`src/rtl/spi_deserializer.sv`:
```
// ============================================================================
//  Module      : spi_deserializer
//  Description : SPI slave receive path. The serial inputs are synchronized
//                into the clk domain, edges are detected, and a WORD_BITS
//                frame shifted MSB first is delivered on Data_Out with a
//                one-cycle data_valid strobe.
//                Optional feature macro: SPI_DESER_FRAME_CHECK_EN
//                  defined   -> frames whose bit count differs from WORD_BITS
//                               raise a one-cycle frame_err pulse and are
//                               discarded.
//                  undefined -> frame_err is tied low; frames of WORD_BITS or
//                               more bits emit their first WORD_BITS bits,
//                               shorter frames are silently dropped.
//  Revision    : 1.0 - initial release
// ============================================================================
`default_nettype none

module spi_deserializer #(
  parameter int WORD_BITS   = 32,
  parameter int SYNC_STAGES = 2
) (
  input  logic                 clk,
  input  logic                 rst,
  input  logic                 DataBit,
  input  logic                 SPI_clk,
  input  logic                 CS,
  output logic [WORD_BITS-1:0] Data_Out,
  output logic                 data_valid,
  output logic                 frame_err,
  output logic                 busy
);

  // --------------------------------------------------------------------------
  // Constants
  // --------------------------------------------------------------------------
  localparam logic [1:0] c_st_wait_idle = 2'd0;
  localparam logic [1:0] c_st_idle      = 2'd1;
  localparam logic [1:0] c_st_recv      = 2'd2;

  // Bit counter compare points; the counter stops one past a full word so
  // that "too long" stays distinguishable from "exactly right".
  localparam logic [5:0] c_cnt_word = 6'(WORD_BITS);
  localparam logic [5:0] c_cnt_sat  = 6'(WORD_BITS + 1);

  // Cycles after reset release until the synchronizer outputs reflect the
  // pins rather than their reset value of 1.
  localparam logic [1:0] c_flush_cycles = 2'(SYNC_STAGES);

  // --------------------------------------------------------------------------
  // Synchronizers and edge-detect registers
  // --------------------------------------------------------------------------
  logic [SYNC_STAGES-1:0] data_sync_q;
  logic [SYNC_STAGES-1:0] sclk_sync_q;
  logic [SYNC_STAGES-1:0] cs_sync_q;
  logic                   data_edge_q;
  logic                   sclk_edge_q;
  logic                   cs_edge_q;

  logic                   sclk_s;
  logic                   cs_s;
  logic                   sclk_rise;
  logic                   cs_rise;
  logic                   cs_fall;

  // Shift each asynchronous input through its synchronizer chain, then one
  // more register that holds the previous synchronized value.
  always_ff @(posedge clk or posedge rst) begin
    if (rst) begin
      data_sync_q <= '1;
      sclk_sync_q <= '1;
      cs_sync_q   <= '1;
      data_edge_q <= 1'b1;
      sclk_edge_q <= 1'b1;
      cs_edge_q   <= 1'b1;
    end else begin
      data_sync_q <= {data_sync_q[SYNC_STAGES-2:0], DataBit};
      sclk_sync_q <= {sclk_sync_q[SYNC_STAGES-2:0], SPI_clk};
      cs_sync_q   <= {cs_sync_q[SYNC_STAGES-2:0],   CS};
      data_edge_q <= data_sync_q[SYNC_STAGES-1];
      sclk_edge_q <= sclk_sync_q[SYNC_STAGES-1];
      cs_edge_q   <= cs_sync_q[SYNC_STAGES-1];
    end
  end

  assign sclk_s    = sclk_sync_q[SYNC_STAGES-1];
  assign cs_s      = cs_sync_q[SYNC_STAGES-1];
  assign sclk_rise = sclk_s & ~sclk_edge_q;
  assign cs_rise   = cs_s & ~cs_edge_q;
  assign cs_fall   = ~cs_s & cs_edge_q;

  // --------------------------------------------------------------------------
  // Post-reset flush counter
  // --------------------------------------------------------------------------
  // The synchronizers come out of reset holding 1, which would look like CS
  // high even when the pin is low mid-frame. Counting SYNC_STAGES cycles
  // before trusting cs_s keeps a frame interrupted by reset from being
  // picked up halfway through.
  logic [1:0] flush_q;
  logic       flush_done;

  assign flush_done = (flush_q == c_flush_cycles);

  // Count up to the synchronizer depth after reset, then hold.
  always_ff @(posedge clk or posedge rst) begin
    if (rst) begin
      flush_q <= 2'd0;
    end else if (!flush_done) begin
      flush_q <= flush_q + 2'd1;
    end
  end

  // --------------------------------------------------------------------------
  // Receive state machine and datapath
  // --------------------------------------------------------------------------
  logic [1:0]           state_q,  state_d;
  logic [WORD_BITS-1:0] shift_q,  shift_d;
  logic [5:0]           cnt_q,    cnt_d;
  logic [WORD_BITS-1:0] dout_q,   dout_d;
  logic                 valid_q,  valid_d;

  // Values after this cycle's bit (if any) is taken, so that a clock edge and
  // a CS rise seen together still count the final bit before closing.
  logic [WORD_BITS-1:0] shift_nx;
  logic [5:0]           cnt_nx;

`ifdef SPI_DESER_FRAME_CHECK_EN
  logic                 ferr_q, ferr_d;
`endif

  // Next-state, shift register, counter and output-word logic.
  always_comb begin
    state_d  = state_q;
    shift_d  = shift_q;
    cnt_d    = cnt_q;
    dout_d   = dout_q;
    valid_d  = 1'b0;
    shift_nx = shift_q;
    cnt_nx   = cnt_q;
`ifdef SPI_DESER_FRAME_CHECK_EN
    ferr_d   = 1'b0;
`endif

    case (state_q)
      c_st_wait_idle: begin
        // Only leave once the bus is genuinely deselected.
        if (flush_done && cs_s) begin
          state_d = c_st_idle;
        end
      end

      c_st_idle: begin
        // Clock activity with CS high is ignored here.
        if (cs_fall) begin
          state_d = c_st_recv;
          shift_d = '0;
          cnt_d   = '0;
        end
      end

      c_st_recv: begin
        if (sclk_rise) begin
          // Bits past a full word are counted but not stored, so the word
          // holds the first WORD_BITS bits of an overlong frame.
          if (cnt_q < c_cnt_word) begin
            shift_nx = {shift_q[WORD_BITS-2:0], data_edge_q};
          end
          if (cnt_q != c_cnt_sat) begin
            cnt_nx = cnt_q + 6'd1;
          end
        end
        shift_d = shift_nx;
        cnt_d   = cnt_nx;

        if (cs_rise) begin
          state_d = c_st_idle;
`ifdef SPI_DESER_FRAME_CHECK_EN
          if (cnt_nx == c_cnt_word) begin
            dout_d  = shift_nx;
            valid_d = 1'b1;
          end else begin
            ferr_d  = 1'b1;
          end
`else
          if (cnt_nx >= c_cnt_word) begin
            dout_d  = shift_nx;
            valid_d = 1'b1;
          end
`endif
        end
      end

      default: begin
        state_d = c_st_wait_idle;
      end
    endcase
  end

  // State and datapath registers.
  always_ff @(posedge clk or posedge rst) begin
    if (rst) begin
      state_q <= c_st_wait_idle;
      shift_q <= '0;
      cnt_q   <= '0;
      dout_q  <= '0;
      valid_q <= 1'b0;
    end else begin
      state_q <= state_d;
      shift_q <= shift_d;
      cnt_q   <= cnt_d;
      dout_q  <= dout_d;
      valid_q <= valid_d;
    end
  end

`ifdef SPI_DESER_FRAME_CHECK_EN
  // Frame-error strobe register.
  always_ff @(posedge clk or posedge rst) begin
    if (rst) begin
      ferr_q <= 1'b0;
    end else begin
      ferr_q <= ferr_d;
    end
  end

  assign frame_err = ferr_q;
`else
  assign frame_err = 1'b0;
`endif

  // --------------------------------------------------------------------------
  // Outputs
  // --------------------------------------------------------------------------
  assign Data_Out   = dout_q;
  assign data_valid = valid_q;
  assign busy       = (state_q == c_st_recv);

endmodule

`default_nettype wire

```
`config.mk`:
```
export PLATFORM = sky130hd
export DESIGN_NAME = spi_deserializer
export DESIGN_NICKNAME = d
export VERILOG_FILES = /design/src/rtl/spi_deserializer.sv
export SDC_FILE = /design/constraint.sdc
export NUM_CORES = 1
export LEC_CHECK = 0
export CORE_UTILIZATION = 50
export CTS_BUF_LIST = sky130_fd_sc_hd__clkbuf_16
export DETAILED_ROUTE_END_ITERATION = 10
export MAX_ROUTING_LAYER = met4
export PLACE_DENSITY = 0.75
export SKIP_LAST_GASP = 1
export SLEW_MARGIN = 20
export SYNTH_ARGS = -nofsm -noshare
export SYNTH_HDL_FRONTEND = slang
export SYNTH_SLANG_ARGS = --single-unit
```
`constraint.sdc`:
```
create_clock -name clk -period 3 [get_ports clk]
set_input_delay 0.75 -clock clk [delete_from_list [all_inputs] [get_ports clk]]
set_output_delay 0.75 -clock clk [all_outputs]
set_load 0.02 [all_outputs]
```
==> summary.txt <==
CLOCKING
------------------------------------------------------------------------------------------------------
Total of cells resized after clock tree synthesis                                                    0
Insertion delay to the later sink of the worst-skew pair                                       0.33 ns
Post-CTS setup buffers                                                                               0
TritonCTS clock tree                                                                             built
# H-tree levels                                                                                      3
Inserted Clock Buffers                                                                               9
Clock root cell                                                                           sky130_fd_sc_hd__clkbuf_16
Clock net sink count                                                                                84
Clock transition at the register clock pins on the worst setup and hold paths after CTS        0.06 ns
# hold bufs at CTS                                                                                   0
Maximum buffer depth of the clock tree                                                               2

LAYOUT
------------------------------------------------------------------------------------------------------
Most common cell after layout, fill and taps aside                                        sky130_fd_sc_hd__dfrtp_1
NumNets Final                                                                                      302
Fillers                                                                                            513
Post-route core utilization                                                                      0.641
Most frequent cells in the layout                                                         75 x sky130_fd_sc_hd__dfrtp_1, 62 x sky130_fd_sc_hd__mux2_2, 38 x sky130_fd_sc_hd__clkdlybuf4s50_1, 32 x sky130_fd_sc_hd__a22o_1
Share of layout cells above drive strength 1                                                     0.334
Diode count                                                                                          0
Area Growth Syn to Fin                                                                           23.1%

POWER AND IR DROP
------------------------------------------------------------------------------------------------------
Ratio of total power to cell area                                                           563 nW/um2
Standby leakage power                                                                          2.06 nW
Proportion of total power due to net switching                                                   0.219
Total net switching power                                                                     0.544 mW
Gate power share                                                                                 0.060
Clock network fraction of design power                                                           0.461
Fraction of power consumed by sequential logic                                                   0.479
Internal                                                                                       1.93 mW
Worst IR Drop VDD                                                                             0.323 mV

SYNTHESIS
------------------------------------------------------------------------------------------------------
Cell Area, Synth                                                                              3580 um2
Average size of a mapped cell                                                                 14.2 um2
Number of register bits inferred by synthesis                                                       84
Yosys Warn Count                                                                                     0
Main area contributors after synthesis                                                    sky130_fd_sc_hd__dfrtp_1 52%, sky130_fd_sc_hd__mux2_2 20%, sky130_fd_sc_hd__a22o_1 7.8%, sky130_fd_sc_hd__dfstp_2 6.6%, sky130_fd_sc_hd__buf_2 1.1%
Area share of the largest cell type after synthesis                                              0.525
Cell variety after synth                                                                            36
Synth area leader                                                                         sky130_fd_sc_hd__dfrtp_1
Number of standard cells after synthesis                                                           251
Syn Nets                                                                                           259
Portion of the post-synthesis area used by sequential elements                                   0.591

STA
------------------------------------------------------------------------------------------------------
Number of hold-slack violations in the final timing report                                           0
Final-layout setup total negative slack                                                           0 ns
Worst hold margin                                                                             0.355 ns
Least-Margin Pin Slew                                                                         0.676 ns
Max-slew violation total from the final report                                                       0
Tightest slew margin relative to the limit                                                       0.549
Final critical delay including setup and external delays                                       2.47 ns
Maximum clock frequency                                                                      0.404 GHz
Clock tree skew after final layout                                                          0.00763 ns
RSZ-0062 raised after global routing                                                                no
Final setup fails                                                                                    0
Post-route setup slack                                                                        0.526 ns
Post-route clock period utilization                                                              0.825

DRT
------------------------------------------------------------------------------------------------------
Residual antenna-violating net count after detailed routing                                          0
Wire length per cell after detailed routing                                                    15.7 um
Wire length reported by the detailed router                                                    6220 um
Residual DRC count                                                                                   0
Iteration-0 DRC count of the detailed router                                                       106
Via count normalized by instance count                                                            5.38
Via count                                                                                         2124
Total iterations of the first detailed-routing run                                                   4

SETUP PATH
------------------------------------------------------------------------------------------------------
Highest-delay cell along the critical path                                                sky130_fd_sc_hd__clkdlybuf4s50_1
Critical-path maximum fanout                                                                         6
Worst path bufs/invs                                                                                 2
List of cells traversed by the critical path                                              nand2b_1, inv_1, clkdlybuf4s50_1
Capturing element type of the critical path                                                output port
Arrival time worst endpoint                                                                    1.72 ns
Required time of the worst setup path                                                          2.25 ns
CP top delay family                                                                       buffers and inverters
Largest stage delay on the critical path                                                       0.63 ns
Kind of critical path                                                                          reg2out
Worst Setup Start Kind                                                                            flop

FLOORPLAN
------------------------------------------------------------------------------------------------------
I/O pin count                                                                                       40
Placeable core region                                                                         6870 um2
Initial Utilization                                                                              0.521
Die width                                                                                      86.6 um
Die Span Y                                                                                     86.6 um
Core Rows                                                                                           30
Die area                                                                                      7490 um2

PLACEMENT
------------------------------------------------------------------------------------------------------
Post-DP HPWL                                                                                   3890 um
Placement-stage worst setup slack                                                             0.825 ns
IO Port Bufs                                                                                        38
Final GP Congestion                                                                              0.750

GRT
------------------------------------------------------------------------------------------------------
Number of global-route vias before repair                                                         2220
Initial antenna violation count                                                                      0
Overflow left after global routing                                                                   0
Wire length of the first global-routing pass                                                  10900 um
Total track usage                                                                                0.195
Maximum number of pins on one net before global-route repair                                        41

MIN PATH
------------------------------------------------------------------------------------------------------
Type of the worst min-delay path                                                               reg2reg

STATUS
------------------------------------------------------------------------------------------------------
Status                                                                                    complete, no violations

JOB
------------------------------------------------------------------------------------------------------
Maximum Capacitance Violations                                                                       0

-- cells in the mapped netlist (all sizes together) --
| cell type | number |
|---|---|
| a31oi | 2 |
| or3 | 2 |
| inv | 4 |
| o21bai | 2 |
| a22o | 32 |
| nor2b | 1 |
| conb | 1 |
| and4 | 1 |
| and2 | 1 |
| nor2 | 2 |
| clkbuf | 2 |
| o21ba | 1 |
| mux2 | 64 |
| dfstp | 9 |
| and4bb | 1 |
| dfrtp | 75 |
| nor3 | 2 |
| nand2 | 6 |
| o21ai | 5 |
| a21oi | 4 |
| xnor2 | 1 |
| ha | 3 |
| nand3 | 6 |
| and2b | 1 |
| mux2i | 2 |
| nand2b | 4 |
| buf | 12 |
| nand4 | 2 |
| a22oi | 1 |
| nand4bb | 1 |
| o31ai | 1 |
-- per-layer routing --
layer	routed length [um]	part of all wire	vias up	GRT usage
li1	-	-	1003	-
met3	198	0.032	8	0.0457
met1	3060	0.49	1075	0.272
met2	2850	0.46	38	0.276
met4	103	0.017	0	0.0803
met5	0	0	-	-
-- per-stage QoR --
| step | std cells | power (mW) | area, um2 |
|---|---|---|---|
| floorplan | 251 | 1.31 | 3580 |
| global placement | 379 | 1.35 | 4090 |
| detailed placement | 379 | 1.36 | 4090 |
| CTS | 395 | 2.50 | 4400 |
| global route | 395 | 2.58 | 4400 |
| finish | 395 | 2.48 | 4400 |
-- power by group through the flow --
| stage | Clock (mW) | Combinational (mW) | Sequential, mW |
|---|---|---|---|
| finish | 1.14 | 0.149 | 1.19 |
| global route | 1.22 | 0.171 | 1.19 |
| CTS | 1.16 | 0.153 | 1.19 |
| detailed placement | 0 | 0.152 | 1.21 |
| global placement | 0 | 0.149 | 1.20 |
| floorplan | 0 | 0.109 | 1.20 |
-- worst paths after layout --
check                          startpoint  cells past startpoint  slack [ns]             end
max                            state_q[0]                      3        0.53            busy
max reg2reg                sclk_sync_q[1]                      5        0.81    Data_Out[29]
min                        data_sync_q[0]                      0        0.36  data_sync_q[1]
max in group asynchronous             rst                      3        1.53       cs_edge_q
min in group asynchronous             rst                      2        0.82      data_valid
min reg2reg                data_sync_q[0]                      0        0.36  data_sync_q[1]
-- state kept, by name, summed over array words and instances, names as in the netlist, 2 cells and up --
register	flops
Data_Out	32
cnt_q	6
cs_sync_q	2
data_sync_q	2
flush_q	2
sclk_sync_q	2
shift_q	32
state_q	2
-- final cells by class --
class / count / area, um2 / area share
inverter: 4 / 16.3 / 0.00370
multi-input combinational: 149 / 1380 / 0.312
sequential: 84 / 2110 / 0.480
clock buffer: 9 / 225 / 0.0512
tap: 96 / 120 / 0.0273
timing repair buffer: 46 / 465 / 0.106
clock inverter: 7 / 85.1 / 0.0193
-- cell families after synthesis --
| family | share of synthesized area |
|---|---|
| flip-flops | 0.591 |
| multiplexers | 0.211 |
| AO/OA/AOI/OAI | 0.106 |
| AND/OR/NAND/NOR | 0.0497 |
| buffers and inverters | 0.0290 |
| adder cells (fa/ha/maj) | 0.0105 |
| other | 0.00105 |
| XOR/XNOR | 0.00245 |
Power figures use the tool's default switching activity.
